==> src/rtl/wave_gen.sv <==
// Programmable trapezoid / triangle / sawtooth / square waveform generator.
// Waveform parameters are shadowed per period so changes land on period boundaries.
module wave_gen #(
    parameter int DW = 9,
    parameter int CW = 8
) (
    input  logic          clk,
    input  logic          res,
    input  logic          en,
    input  logic [1:0]    mode,
    input  logic [DW-1:0] peak,
    input  logic [DW-1:0] step,
    input  logic [CW-1:0] dwell,
    output logic [DW-1:0] d_out,
    output logic [1:0]    phase,
    output logic          period_done
);

    typedef enum logic [1:0] {
        RISE   = 2'd0,
        TOP    = 2'd1,
        FALL   = 2'd2,
        BOTTOM = 2'd3
    } phase_t;

    phase_t        state;
    logic [1:0]    sh_mode;
    logic [DW-1:0] sh_peak;
    logic [DW-1:0] sh_step;
    logic [CW-1:0] sh_dwell;
    logic [CW-1:0] cnt;
    logic [DW:0]   sum;
    logic [DW-1:0] step_eff;
    logic          fall_done;
    logic          wrap;

    assign phase = state;

    // A zero step would stall the ramps forever, so it is promoted to 1 at capture.
    assign step_eff = (step == '0) ? {{(DW-1){1'b0}}, 1'b1} : step;
    assign sum      = {1'b0, d_out} + {1'b0, sh_step};

    always_comb begin
        fall_done = 1'b0;
        wrap      = 1'b0;
        if (sh_mode == 2'd2 || sh_mode == 2'd3 || d_out <= sh_step)
            fall_done = 1'b1;
        if (state == FALL && fall_done && (sh_mode == 2'd1 || sh_mode == 2'd2))
            wrap = 1'b1;
        if (state == BOTTOM && cnt == sh_dwell)
            wrap = 1'b1;
    end

    always_ff @(posedge clk) begin
        if (!res) begin
            d_out       <= '0;
            state       <= RISE;
            cnt         <= '0;
            period_done <= 1'b0;
            sh_mode     <= mode;
            sh_peak     <= peak;
            sh_step     <= step_eff;
            sh_dwell    <= dwell;
        end else if (!en) begin
            period_done <= 1'b0;
        end else begin
            period_done <= wrap;
            case (state)
                RISE: begin
                    if (sh_mode == 2'd3) begin
                        d_out <= sh_peak;
                        state <= TOP;
                    end else if (sum >= {1'b0, sh_peak}) begin
                        d_out <= sh_peak;
                        state <= (sh_mode == 2'd0) ? TOP : FALL;
                    end else begin
                        d_out <= sum[DW-1:0];
                    end
                end
                TOP: begin
                    if (cnt == sh_dwell) begin
                        cnt   <= '0;
                        state <= FALL;
                    end else begin
                        cnt <= cnt + 1'b1;
                    end
                end
                FALL: begin
                    if (fall_done) begin
                        d_out <= '0;
                        state <= (sh_mode == 2'd0 || sh_mode == 2'd3) ? BOTTOM : RISE;
                    end else begin
                        d_out <= d_out - sh_step;
                    end
                end
                BOTTOM: begin
                    if (cnt == sh_dwell) begin
                        cnt   <= '0;
                        state <= RISE;
                    end else begin
                        cnt <= cnt + 1'b1;
                    end
                end
                default: begin
                    d_out <= '0;
                    cnt   <= '0;
                    state <= RISE;
                end
            endcase
            // New period begins: latch the live inputs for the whole next period.
            if (wrap) begin
                sh_mode  <= mode;
                sh_peak  <= peak;
                sh_step  <= step_eff;
                sh_dwell <= dwell;
            end
        end
    end

endmodule

==> config.mk <==
export PLATFORM = sky130hd
export DESIGN_NAME = wave_gen
export DESIGN_NICKNAME = d
export VERILOG_FILES = /design/src/rtl/wave_gen.sv
export SDC_FILE = /design/constraint.sdc
export NUM_CORES = 1
export LEC_CHECK = 0
export ABC_AREA = 1
export CORE_UTILIZATION = 60
export DETAILED_ROUTE_END_ITERATION = 16
export PLACE_DENSITY_LB_ADDON = 0.25
export SETUP_SLACK_MARGIN = 0.1
export SYNTH_ARGS = -nofsm -noshare
export SYNTH_HDL_FRONTEND = slang
export SYNTH_SLANG_ARGS = --single-unit
==> constraint.sdc <==
create_clock -name clk -period 7.5 [get_ports clk]
set_input_delay 1.875 -clock clk [delete_from_list [all_inputs] [get_ports clk]]
set_output_delay 1.875 -clock clk [all_outputs]
set_load 0.005 [all_outputs]
==> results.txt <==
Core area: 0.005473 mm²
Crit path cell chain: clkdlybuf4s50_1, inv_1, nor2_1, inv_1, o21ai_0, nand4_1, nand2_1, nor2_1
Avg Vias per Cell: 5.335
Pleak: 0.001864 µW
Overall routing resource usage: 24.97%
CP Data Required Time: 7.70 ns
Crit path launch type: input pin
Crit path kind: input pin to flop
Seq/Total Area, Yosys: 36.62%
Cells after Synth: 425
Most frequent cells in the layout: nand2_1 (82), inv_1 (69), clkdlybuf4s50_1 (42), nor2_1 (38), nand3_1 (37)
Routed wire length per instance: 13.49 µm
Ratio of cells with drive above 1 in the final layout: 6.565%
Relative slew margins: 19.43%
Largest net degree at the start of global routing: 20
Post-CTS Hold Buffers: 0
CTS sink count: 48
Count of cell types in the netlist: 43
# diodes: 0
Die height: 77.16 µm
GP Congestion: 0.9290
DRT Wirelength: 7136 µm
Critical path depth: 8
Status: finished clean
FP Rows: 27
Layout fillers: 469
Routed Antenna Nets: 0
Hold Crit Class: flop to flop
Syn nets: 488
Post-route clock period utilization: 51.36%
Critical path peak fanout: 18
Peak supply drop: 0.0001244 V
Setup tns final: 0 ns
Final #Nets: 519
CTS tree: yes
CTS H-tree depth: 2
Vias: 2,822
Post-Route Utilization: 70.99%
Overflow after GRT: 0
Multi-input logic area: 0.001712 mm²
CP delay by family, top: simple AND/OR/NAND/NOR gates
I/O Buffers: 42
Initial core utilization: 61.93%
Die X: 77.16 µm
Achievable Freq: 259.6 MHz
Fin crit period: 3.852 ns
Hold path cells: 1
Count of final hold-check violations: 0
DR iter-0 viols: 160
Slew Viols, Final: 0
Final setup fails: 0
Pwr dens: 256.2 mW/mm²
Worst-path clk slew: 0.09 ns
Worst skew pair latency: 0.30 ns
Post-CTS Repair Setup Buffers: 0
Die area: 0.005954 mm²
Clk_skew: 0.007755 ns
Syn avg cell area: 7.975 µm²
Post-DP HPWL: 5548 µm
Initial antenna violation count: 0
Vias in the first global route: 2,725
Clk Tree Root Cell: clkbuf_8
Ports: 43
Total CTS buffers: 5
Reg2reg path depth: 20
Commonest non-fill, non-tap cell in the layout: nand2_1
Yosys warnings: 0
Worst path slowest cell: nor2_1
Max cap viols: 0
DRT Pass-1 Iters: 6
Crit path largest cell delay: 0.91 ns
Post-CTS Resized: 0
# DRC: 0
Yosys reg bits: 48
Arrival time at the worst endpoint: 4.05 ns
FF+latch area: 0.001241 mm²
Crit end category: flop
Unrepaired setup endpoints after global routing: false
WP buf/inv: 3
Global-route wire length before repair: 11,790 µm
CTS Buffer Depth: 2
Synthesized area: 0.003390 mm²
Least-Margin Pin Slew: 1.204 ns
Area grow syn2layout: 14.62%
[layout make-up]
| cell class | instances | area share (%) |
|---|---|---|
| flip-flops and latches | 48 | 31.95 |
| clock buffers | 7 | 2.480 |
| well taps | 72 | 2.319 |
| multi-input cells | 283 | 44.06 |
| repair buffers | 43 | 11.01 |
| clock inverters | 1 | 0.7729 |
| inverters | 75 | 7.407 |
[report_power, final]
part	internal [µW]	total (µW)	switching (µW)
logic	179	456	277
clock network	118	203	85.6
registers	309	336	27.4
total	606	995	390
[stage by stage]
step | hold slack (ns) | power [µW] | cell area, µm² | worst slack, ns | cells
after global placement | 0.4525 | 774.5 | 3759 | 3.478 | 521
after global routing | 0.5217 | 1062 | 3885 | 3.371 | 529
final | 0.4901 | 995.4 | 3885 | 3.648 | 529
after CTS | 0.4902 | 996.2 | 3885 | 3.656 | 529
after floorplan | 0.4451 | 688.0 | 3390 | 4.212 | 425
after detailed placement | 0.4699 | 791.3 | 3759 | 3.323 | 521
[synthesized netlist by cell type, drive strengths merged]
master / n / area share (%)
a211oi: 1 / 0.22
a21o: 1 / 0.22
a21oi: 18 / 3.0
a31o: 1 / 0.26
and2: 1 / 0.18
buf: 6 / 1.5
clkbuf: 13 / 2.9
clkinv: 2 / 0.26
dfxtp: 20 / 12
edfxtp: 28 / 25
fa: 2 / 1.2
ha: 30 / 11
inv: 73 / 8.2
nand2: 86 / 10
nand3: 40 / 6.6
nand3b: 1 / 0.33
nand4: 18 / 3.3
nor2: 40 / 4.6
nor3: 10 / 1.8
nor3b: 2 / 0.44
nor4: 2 / 0.81
o211ai: 1 / 0.22
o21ai: 9 / 1.3
o21bai: 1 / 0.22
o31ai: 1 / 0.22
or2: 1 / 0.18
xnor2: 4 / 1.0
xor2: 13 / 3.4
[per-layer routing]
layer / routed length (µm) / global-route usage (%)
met2: 3540 / 43.45
met4: 231 / 12.45
met3: 319 / 3.929
met5: 0 / 0
met1: 3045 / 29.64
[sequential cells by signal, indices dropped and copies added (netlist names)]
| name | flops |
|---|---|
| d_out | 9 |
| sh_peak | 9 |
| sh_step | 9 |
| cnt | 8 |
| sh_dwell | 8 |
| phase | 2 |
| sh_mode | 2 |
| period_done | 1 |
[logic make-up (layout without fill, tap and decap cells)]
family / Yosys count / in the layout / synth area share (%)
simple gates: 201 / 201 / 28.17
buf+inv: 94 / 126 / 12.88
flops: 48 / 48 / 36.62
compound gates: 33 / 33 / 5.685
fa+ha+maj: 32 / 32 / 12.26
xor+xnor: 17 / 17 / 4.393
[final timing paths]
| path | startpoint | end | slack [ns] |
|---|---|---|---|
| setup / recovery | en | phase[0]$_SDFFE_PN0P_ | 3.65 |
| hold / removal | cnt[7]$_SDFFE_PN0P_ | cnt[7]$_SDFFE_PN0P_ | 0.49 |
| setup reg to reg | sh_step[0]$_SDFFCE_PN1P_ | d_out[8]$_SDFFE_PN0P_ | 4.03 |
| hold reg to reg | cnt[7]$_SDFFE_PN0P_ | cnt[7]$_SDFFE_PN0P_ | 0.49 |
(Power assumes the default switching activity.)
